File: src/rtl/cassette_recorder.sv
// cassette_recorder
//   Record path of the CoCo cassette port. While the cassette relay (en) is on, the
//   6-bit sound DAC is run through a hysteresis comparator. The time between rising
//   edges of the comparator output is measured in 1 us ticks, and each period is
//   decoded as one FSK bit: a short period (2400 Hz) is 1 and a long period (1200 Hz)
//   is 0. Bits are packed LSB-first, and every completed byte is written to the next
//   cassette SRAM address, in the layout the player reads back.
//
// Ports
//   clk       in   system clock
//   reset_n   in   asynchronous active-low reset
//   en        in   cassette relay; recording enabled while high
//   sound     in   6-bit DAC level
//   rewind    in   level; empties the recording
//   ram_addr  out  SRAM write address
//   ram_din   out  SRAM write data
//   ram_we    out  one-clk write strobe
//   rec_len   out  bytes written since the last rewind/reset
//   active    out  high while measuring bit periods
//   full      out  SRAM full; further bytes are dropped
module cassette_recorder #(
  parameter int TICK_DIV  = 57,
  parameter int HYST_HI   = 36,
  parameter int HYST_LO   = 28,
  parameter int MIN_US    = 200,
  parameter int THRESH_US = 625,
  parameter int MAX_US    = 1500,
  parameter int ADDR_W    = 16
) (
  input  logic              clk,
  input  logic              reset_n,
  input  logic              en,
  input  logic [5:0]        sound,
  input  logic              rewind,
  output logic [ADDR_W-1:0] ram_addr,
  output logic [7:0]        ram_din,
  output logic              ram_we,
  output logic [ADDR_W:0]   rec_len,
  output logic              active,
  output logic              full
);

  localparam int TW = (TICK_DIV > 1) ? $clog2(TICK_DIV) : 1;
  localparam logic [TW-1:0]     TICK_LAST = TW'(TICK_DIV - 1);
  localparam logic [10:0]       P_MIN     = 11'(MIN_US);
  localparam logic [10:0]       P_THRESH  = 11'(THRESH_US);
  localparam logic [10:0]       P_LAST    = 11'(MAX_US - 1);
  localparam logic [10:0]       P_SAT     = 11'h7FF;
  localparam logic [ADDR_W-1:0] ADDR_LAST = '1;

  typedef enum logic [1:0] {S_IDLE, S_ARM, S_MEASURE} state_t;

  state_t            state_q, state_d;
  logic [TW-1:0]     tick_cnt_q, tick_cnt_d;
  logic              lvl_q, lvl_d;
  logic              lvl_prev_q, lvl_prev_d;
  logic [10:0]       period_q, period_d;
  logic [7:0]        shift_q, shift_d;
  logic [2:0]        bitcnt_q, bitcnt_d;
  logic [7:0]        ram_din_q, ram_din_d;
  logic              ram_we_q, ram_we_d;
  logic [ADDR_W-1:0] ram_addr_q, ram_addr_d;
  logic [ADDR_W:0]   rec_len_q, rec_len_d;
  logic              full_q, full_d;

  logic              tick;
  logic              boundary;
  logic              dec_bit;
  logic [10:0]       period_inc;
  logic [7:0]        shift_ins;

  always_comb begin
    tick       = (tick_cnt_q == TICK_LAST);
    tick_cnt_d = tick ? '0 : tick_cnt_q + TW'(1);

    // Hysteresis comparator: levels between the thresholds keep the last decision.
    lvl_d = lvl_q;
    if (sound >= 6'(HYST_HI))      lvl_d = 1'b1;
    else if (sound <= 6'(HYST_LO)) lvl_d = 1'b0;
    lvl_prev_d = lvl_q;
    boundary   = lvl_q & ~lvl_prev_q;

    period_inc = (tick && period_q != P_SAT) ? period_q + 11'd1 : period_q;
    dec_bit    = (period_q < P_THRESH);
    shift_ins  = shift_q;
    shift_ins[bitcnt_q] = dec_bit;

    state_d    = state_q;
    period_d   = period_q;
    shift_d    = shift_q;
    bitcnt_d   = bitcnt_q;
    ram_din_d  = ram_din_q;
    ram_we_d   = 1'b0;
    ram_addr_d = ram_addr_q;
    rec_len_d  = rec_len_q;
    full_d     = full_q;

    // Address and length advance the clk after the strobe; the last address sticks.
    if (ram_we_q) begin
      rec_len_d = rec_len_q + (ADDR_W + 1)'(1);
      if (ram_addr_q == ADDR_LAST) full_d = 1'b1;
      else                         ram_addr_d = ram_addr_q + ADDR_W'(1);
    end

    if (rewind) begin
      // Rewind beats a byte completing in the same clk: that byte is lost.
      ram_addr_d = '0;
      rec_len_d  = '0;
      full_d     = 1'b0;
      bitcnt_d   = '0;
      shift_d    = '0;
      period_d   = '0;
      state_d    = en ? S_ARM : S_IDLE;
    end else if (!en) begin
      state_d  = S_IDLE;
      bitcnt_d = '0;
      shift_d  = '0;
      period_d = '0;
    end else begin
      unique case (state_q)
        S_IDLE: begin
          period_d = '0;
          state_d  = S_ARM;
        end
        S_ARM: begin
          // The arming edge only starts the first period; it carries no bit.
          period_d = '0;
          if (boundary) state_d = S_MEASURE;
        end
        S_MEASURE: begin
          period_d = period_inc;
          // An edge sooner than MIN_US is a glitch; the period keeps running.
          if (boundary && period_q >= P_MIN) begin
            period_d = '0;
            bitcnt_d = bitcnt_q + 3'd1;
            shift_d  = shift_ins;
            if (bitcnt_q == 3'd7) begin
              shift_d = '0;
              if (!full_q) begin
                ram_din_d = shift_ins;
                ram_we_d  = 1'b1;
              end
            end
          end else if (tick && period_q >= P_LAST) begin
            // Silence: drop the partial byte and wait for a new carrier edge.
            period_d = '0;
            bitcnt_d = '0;
            shift_d  = '0;
            state_d  = S_ARM;
          end
        end
        default: state_d = S_IDLE;
      endcase
    end
  end

  always_ff @(posedge clk or negedge reset_n) begin
    if (!reset_n) begin
      state_q    <= S_IDLE;
      tick_cnt_q <= '0;
      lvl_q      <= 1'b0;
      lvl_prev_q <= 1'b0;
      period_q   <= '0;
      shift_q    <= '0;
      bitcnt_q   <= '0;
      ram_din_q  <= '0;
      ram_we_q   <= 1'b0;
      ram_addr_q <= '0;
      rec_len_q  <= '0;
      full_q     <= 1'b0;
    end else begin
      state_q    <= state_d;
      tick_cnt_q <= tick_cnt_d;
      lvl_q      <= lvl_d;
      lvl_prev_q <= lvl_prev_d;
      period_q   <= period_d;
      shift_q    <= shift_d;
      bitcnt_q   <= bitcnt_d;
      ram_din_q  <= ram_din_d;
      ram_we_q   <= ram_we_d;
      ram_addr_q <= ram_addr_d;
      rec_len_q  <= rec_len_d;
      full_q     <= full_d;
    end
  end

  assign ram_addr = ram_addr_q;
  assign ram_din  = ram_din_q;
  assign ram_we   = ram_we_q;
  assign rec_len  = rec_len_q;
  assign full     = full_q;
  assign active   = (state_q == S_MEASURE);

endmodule

File: config.mk
export PLATFORM = sky130hd
export DESIGN_NAME = cassette_recorder
export DESIGN_NICKNAME = d
export VERILOG_FILES = /design/src/rtl/cassette_recorder.sv
export SDC_FILE = /design/constraint.sdc
export NUM_CORES = 1
export LEC_CHECK = 0
export CORE_UTILIZATION = 55
export CTS_BUF_LIST = sky130_fd_sc_hd__clkbuf_8
export DETAILED_ROUTE_END_ITERATION = 8
export PLACE_DENSITY = 0.8
export SETUP_SLACK_MARGIN = 0.05
export SYNTH_ARGS = -nofsm -noshare
export SYNTH_HDL_FRONTEND = slang
export SYNTH_SLANG_ARGS = --single-unit
File: constraint.sdc
create_clock -name clk -period 2.2 [get_ports clk]
set_input_delay 0.44 -clock clk [delete_from_list [all_inputs] [get_ports clk]]
set_output_delay 0.44 -clock clk [all_outputs]
set_load 0.005 [all_outputs]
==> results of run 1 <==
==> metal layers <==
layer	global-route usage (%)	routed length (um)
met5	0	0
met4	7.88	102
met3	6.29	435
met2	40.2	4280
met1	35.3	4110
==> logic make-up after synthesis <==
family,synth area share (%)
mux,4.08
compound gates,13.9
flops,47.5
buf+inv,2.88
fa+ha+maj,2.53
xor+xnor,6.87
simple gates,22.2
==> sequential cells by signal (all words and copies together) (netlist names) <==
signal / cells
lvl_prev_d: 1
period_q: 11
shift_q: 8
ram_addr: 16
bitcnt_q: 3
tick_cnt_q: 6
full: 1
lvl_prev_q: 1
ram_din: 8
ram_we: 1
rec_len: 17
state_q: 2
==> worst min-delay path by stage <==
stage | end | slack (ps) | cells after the start
floorplan | bitcnt_q[0] | 140 | 0
global placement | period_q[7] | 390 | 1
detailed placement | period_q[7] | 400 | 1
CTS | shift_q[0] | 2 | 1
global route | shift_q[1] | 20 | 1
finish | shift_q[2] | -6 | 1
==> power groups by stage <==
stage	combinational, uW	sequential [uW]	clock (uW)
floorplan	36.8	1420	0
global placement	105	1420	0
detailed placement	108	1420	0
CTS	108	1400	1030
global route	120	1400	1090
finish	107	1400	1010
==> worst max-delay path, stage by stage (launching register included) <==
cell                       delay [ps]
sky130_fd_sc_hd__dfrtp_1          430
sky130_fd_sc_hd__or4_1            530
sky130_fd_sc_hd__a311o_1          400
sky130_fd_sc_hd__a21oi_4          220
sky130_fd_sc_hd__nand3b_4         150
sky130_fd_sc_hd__o31ai_1          260
==> layout by cell type (no fill, tap or decap), types with 10 or more instances in the layout <==
| cell type | instances |
|---|---|
| sky130_fd_sc_hd__a21oi_1 | 14 |
| sky130_fd_sc_hd__a31oi_1 | 11 |
| sky130_fd_sc_hd__buf_4 | 23 |
| sky130_fd_sc_hd__clkdlybuf4s50_1 | 52 |
| sky130_fd_sc_hd__dfrtp_1 | 75 |
| sky130_fd_sc_hd__inv_1 | 10 |
| sky130_fd_sc_hd__mux2i_1 | 15 |
| sky130_fd_sc_hd__nand2_1 | 22 |
| sky130_fd_sc_hd__nand4_1 | 15 |
| sky130_fd_sc_hd__nor2_1 | 54 |
| sky130_fd_sc_hd__o21ai_0 | 22 |
| sky130_fd_sc_hd__xnor2_1 | 13 |
| sky130_fd_sc_hd__xor2_1 | 18 |
==> layout make-up <==
cell class / count / area (um2) / area share [%]
Clock buffer: 9 / 124 / 2.52
Tap cell: 96 / 120 / 2.44
Clock inverter: 7 / 58.8 / 1.20
Multi-Input combinational cell: 299 / 1970 / 40.0
Sequential cell: 75 / 1880 / 38.1
Inverter: 10 / 37.5 / 0.763
Timing Repair Buffer: 77 / 733 / 14.9
==> through the flow <==
step                      total power (uW)  utilization [%]  cells  setup slack (ps)
after floorplan                       1460                -    403               222
after global placement                1530             68.1    552              63.4
after detailed placement              1530             68.1    552             -71.7
after CTS                             2530             71.1    569               129
after global routing                  2610             71.6    573              38.1
final                                 2510             71.6    573               125
==> timing repair <==
| item | in CTS | in global routing |
|---|---|---|
| endpoints found under the setup margin | 3 | 9 |
| resized for setup | 0 | 2 |
| gates cloned | 0 | 0 |
| setup buffers | 1 | 4 |
| pin swaps | 1 | 0 |
==> metrics list, run 1 <==
- The worst setup path is captured at a flip-flop.
- RSZ-0062 raised after global routing: yes
* VDD IR max: between 400 and 500 uV
* Register-to-Register Setup Slack: between 100 and 150 ps
- Violated checks: negative hold slack
* H-tree Lvls: 3
- Site Rows: 30
* Synthesized cell area: about 4000 um2
- Setup violations remaining at the end of the flow were counted as 0.
- Across all layers, the routed design uses between 3000 and 4000 vias.
* Final std cell area, no fill: between 4000 and 5000 um2
- Maximum number of pins on one net before global-route repair: 47
- After synthesis, the cell types taking the most area are sky130_fd_sc_hd__dfrtp_1 (47%), sky130_fd_sc_hd__nor2_1 (5.1%), sky130_fd_sc_hd__xor2_1 (4.0%).
- In this run the remaining antenna-violating nets after routing total 0.
- Highest fanout seen on the critical path: 8
* Detailed Routing Iterations Pass 1: 6
- From bottom edge to top edge, the die measures approximately 87 um.
* Final hold slack: -5.96 ps
- The count of buffers added on input and output ports is between 50 and 60.
* Initial antenna violation count: 0
- The total area inside the core boundary comes to 6870 um2.
- Total negative setup slack: 0 ps
- Summed over all nets, the switching power comes to about 650 uW.
* Root buffer cell: sky130_fd_sc_hd__clkbuf_8
- Die extent in x: around 87 um
- Logic gate share of total power: ~4.3%
- Number of max-cap violations: 0
* Synthesized netlist cell count: ~400
- Synth Warn #: 0
- Number of filler instances in the final layout: ~500
* First-pass GRT wire length: 15000 um
- Critical register-to-register path endpoint: shift_q[5]
- Leading cell type by number of instances after synthesis: sky130_fd_sc_hd__dfrtp_1
- Final GP Congestion: roughly 0.85
- Headroom to the max-slew limit: 65.6%
- Counting cells, the worst reg-to-reg path comes to 5.
- Period utilization: about 94%
- Detailed-route vias per instance: just under 6
* Net Count, Synth: between 400 and 500
- The first routing iteration left 156 violations.
- The internal power of the cells totals 1860 uW.
* Worst path required time: roughly 2500 ps
* Starting density of the core: between 50% and 60%
- Critical path launch point: period_q[1]
* Number of buffers between clock root and the deepest sink: 2
- Worst-path clk slew: 100 ps
* Hold-fix buffers at CTS: 0
- 0 antenna diodes ended up in the layout.
* Count of boundary I/O pins: 54
- Switching part of the total power: between 20% and 30%
- DRC errors left: 0
* Share of power burned in the clock network: 40.1%
* Placed cell areas: around 4700 um2
* Share of Yosys cell area claimed by the top area cell type: about 47%
- Synthesized area divided by synthesized cell count: 9.81 um2
- The run finished, with violations left.
- Number of enable-type register cells in the synthesized netlist: 0
- The number of global-route vias before repair came to approximately 3200.
* Die Footprint: around 7500 um2
- The worst setup path is launched from a flip-flop.
- Final global-route overflow total: 0
* Classification of the worst-slack hold path: in -> async
- The worst register-to-register path begins at period_q[1].
* Most frequent cells after synthesis: sky130_fd_sc_hd__dfrtp_1 (75), sky130_fd_sc_hd__nor2_1 (54), sky130_fd_sc_hd__nand2_1 (22), sky130_fd_sc_hd__o21ai_0 (22), sky130_fd_sc_hd__xor2_1 (18)
* Detailed-placement wirelength estimate: approximately 6100 um
- Number of distinct library cells after synthesis: 58
- CTS tree: built
- In the final design database the tool counted just under 500 nets.
- Maximum operating frequency: about 480 MHz
- For the pin with the worst max-slew slack, the measured transition is 502 ps.
* Category of the most critical setup path: reg -> reg
* CTS sink cnt: 75
* Seq pwr share: 55.6%
- Wire per inst: between 15 and 20 um
- Sequential-to-total area share from yosys stat: between 40% and 50%
- Cell taking the most area after synthesis: sky130_fd_sc_hd__dfrtp_1
- In this run, CTS created clock tree buffers numbering 9.
* Total count of max-transition violations in the final report: 0
- The later pin in the worst-skew pair is clocked with a latency of approximately 360 ps.
* Share of layout cells above drive strength 1: a little under an eighth
- In the synthesized netlist the async set-or-reset flop fraction comes to 100%.
- In this run the static leakage power is 0.00209 uW.
- Detailed-route wire length: 8930 um
- #FFs+latches synth: 75
- Worst setup path end: shift_q[5]
- Power spread over the standard cell area amounts to roughly 510 nW/um2.
* Arrival time at the worst endpoint: ~2300 ps
- Area Overhead vs Synth: 24.5%
* Hold Vio Cnt, Final: 11
- Post-synth top flop: sky130_fd_sc_hd__dfrtp_1
- Minimum clock period after layout: between 2000 and 2500 ps
- Total global-route track usage: approximately a quarter
* Clock Skew: between 15 and 20 ps
Note: power is estimated with default switching activity, not from simulation.
==> run 2: changes to the inputs <==
- CORE_UTILIZATION: 55 -> 40
- PLACE_DENSITY: 0.8 -> default
==> metrics list, run 2 (same netlist as run 1, synthesis figures left out) <==
- The count of buffers inserted at the top-level ports is 53 (unchanged).
- Placeable core region: 9420 um2 (+37%)
- The worst register-to-register path begins at period_q[0].
- Buf+Inv Stages, Crit Path: 2 (+2)
- The worst register-to-register path ends at period_q[3].
- The initial antenna violation count is 0 (unchanged).
- Category of the most critical setup path: reg -> reg
- Final global-route overflow total: 0 (unchanged)
* Remaining antenna violation count: 0 (unchanged)
- Site Rows: 35 (+17%)
* Detailed-route vias per instance: 5.37 (-7.4%)
* H-tree Lvls: 3 (unchanged)
- Most prevalent standard cell on the critical path: sky130_fd_sc_hd__buf_4
- The global placement routability congestion is 0.827 (-3.0%).
- TritonCTS built the clock tree.
- Power Density: 502 nW/um2 (-1.5%)
- Total global-route track usage: 18.8% (-6.9 points)
- Static Leak: 0.00213 uW (+1.6%)
- Critical Path, Cell by Cell: ha_1 > a211oi_2 > o32ai_2 > buf_4 > a211oi_4 > buf_4 > or2b_1 > a31oi_1
- The count of antenna diodes in the layout was 0 (unchanged).
* Wire per inst: 14.9 um (-4.3%)
* Number of cells after detailed placement: 593 (+7.4%)
* DRC errors left: 0 (unchanged)
- Clock network latency to the later pin of the worst-skew pair: 350 ps (about the same)
* Maximum number of pins on one net before global-route repair: 45 (-4.3%)
- The flip-flop count of the largest register after layout came to 17 (unchanged).
* Maximum operating frequency: 488 MHz (+1.3%)
- Share of layout cells above drive strength 1: 15.1% (+3.1 points)
- Power after layout: 2550 uW (+1.6%)
* Via Count: 3296 (-0.81%)
- Final Instance Count excl. Fillers: 614 (+7.2%)
- The slew at the pin closest to its max-slew limit is 680 ps (+178 ps).
* Most frequent standard cell in the layout excluding fill and tap cells: sky130_fd_sc_hd__dfrtp_1
* Top Family by Delay on Critical Path: compound AO/OA/AOI/OAI gates
- The number of global-route vias before repair is 3175 (+0.79%).
- Setup violation total in the final timing report: 0 (unchanged)
- The number of fill cells in the layout came to 875 (+74%).
- The post-layout minimum cycle time came to 2050 ps (-25.9 ps).
- Total negative setup slack: 0 ps (unchanged)
- Worst path required time: 2460 ps (about the same)
- Root buffer cell: sky130_fd_sc_hd__clkbuf_8
- The global-route wire length before repair was 15100 um (+0.51%).
- RSZ-0062 raised after global routing: yes
* Arrival time at the worst endpoint: 2310 ps (-30 ps)
- The post-route clock period utilization is 93.1% (-1.2 points).
* Worst Setup Start Kind: flip-flop
- Highest fanout seen on the critical path: 5 (-3)
- The final net count was 498 (+1.6%).
* Headroom to the max-slew limit: 54.6% (-11 points)
- From synthesis to final layout, the design area changed by 28.4%.
* Detailed-placement wirelength estimate: 6330 um (+4.2%)
- The run finished with clean final reports.
- The number of clock sinks is 75 (unchanged).
- The peak ir drop on the vdd network is 267 uV (-37%).
- The number of design-rule violations left by the first detailed-router iteration was 96 (-38%).
- Number of buffers added by the clock tree synthesis step: 9 (unchanged)
- Final hold slack: 22.5 ps (+28.4 ps)
- Die Y-Extent: 101 um (+17%)
- Number of cells on the worst reg-to-reg path: 8 (+3)
- The worst hold path belongs to the class in -> async.
* CP peak stage delay: 390 ps (-140 ps)
- The max-cap violation count is 0 (unchanged).
- The final-report max-slew violation count is 0 (unchanged).
- The iteration count of the initial detailed-routing pass came to 4 (-2).
* Detailed-route wire length: 9160 um (+2.6%)
- Clock Skew: 18.4 ps (+1.48 ps)
- Worst-path clk slew: 80 ps (-20 ps)
- Die extent in x: 101 um (+17%)
- Register-to-Register Setup Slack: 150 ps (+30 ps)
* Die Footprint: 10300 um2 (+37%)
- The slowest stage of the critical path is the sky130_fd_sc_hd__dfrtp_1 cell.
- Commonest non-fill, non-tap cells in the layout: sky130_fd_sc_hd__dfrtp_1 (74), sky130_fd_sc_hd__nor2_1 (54), sky130_fd_sc_hd__clkdlybuf4s50_1 (52)
* Starting density of the core: 42.0% (-16 points)
* Critical Path Sink Type: flip-flop
- The post-cts hold buffer count is 0 (unchanged).
- Number of buffers between clock root and the deepest sink: 2 (unchanged)
- Count of boundary I/O pins: 54 (unchanged)
- Hold Vio Cnt, Final: 0 (-11)
==> run 2: changes by cell type in the layout (fill, tap and decap cells not counted), sizes merged <==
cell | previous run | this run
bufinv | 0 | 1
buf | 25 | 32
clkinvlp | 1 | 2
clkdlybuf4s15 | 0 | 1
clkinv | 3 | 2
inv | 13 | 12
==> run 2: through the flow <==
stage / cell area (um2) / setup slack, ps / utilization [%]
global placement: 4780 / -252 / 50.8
floorplan: 3950 / 222 / -
detailed placement: 4780 / -323 / 50.8
finish: 5080 / 151 / 53.9
CTS: 4990 / 60.3 / 53.0
global route: 5080 / 12.6 / 53.9
==> run 2: cell type report <==
type | instances | area [um2] | area share, %
sequential | 75 | 1880 | 37.0
inverter | 10 | 37.5 | 0.739
timing repair buffer | 85 | 785 | 15.5
clock inverter | 7 | 67.6 | 1.33
clock buffer | 9 | 124 | 2.44
multi-input combinational | 299 | 2020 | 39.9
tap | 129 | 161 | 3.18
==> run 2: layer usage <==
metal  wire [um]  share of wire (%)  global-route usage [%]
met4         182                2.0                    8.03
met2        4220                 46                    29.8
met1        4380                 48                    25.0
met5           0                  0                       0
met3         379                4.1                    3.93
==> run 2: worst max-delay path by stage <==
| stage | endpoint | slack [ps] | start | cells past startpoint |
|---|---|---|---|---|
| global placement | shift_q[0] | -250 | rewind | 5 |
| floorplan | shift_q[0] | 220 | period_q[3] | 5 |
| CTS | period_q[5] | 60 | period_q[1] | 8 |
| finish | period_q[3] | 150 | period_q[0] | 8 |
| global route | period_q[3] | 10 | period_q[1] | 8 |
| detailed placement | shift_q[0] | -320 | en | 5 |
==> run 2: worst reg2reg max path, stage by stage, from the launching register on <==
cell and delay (ps):
sky130_fd_sc_hd__dfrtp_1 390, sky130_fd_sc_hd__ha_1 220, sky130_fd_sc_hd__a211oi_2 180, sky130_fd_sc_hd__o32ai_2 140
sky130_fd_sc_hd__buf_4 170, sky130_fd_sc_hd__a211oi_4 260, sky130_fd_sc_hd__buf_4 180, sky130_fd_sc_hd__or2b_1 230
sky130_fd_sc_hd__a31oi_1 190
==> run 2: power breakdown <==
| group | internal, uW | total (uW) | switching (uW) |
|---|---|---|---|
| clock | 520 | 1040 | 525 |
| combinational | 44.1 | 110 | 65.9 |
| sequential | 1390 | 1400 | 10.1 |
==> run 2: repair_timing <==
action | 4_1_cts | 5_1_grt
cloned | 0 | 1
endpoints found under the setup margin | 17 | 30
resized for setup | 1 | 11
setup buffers | 1 | 3
pin swaps | 1 | 5
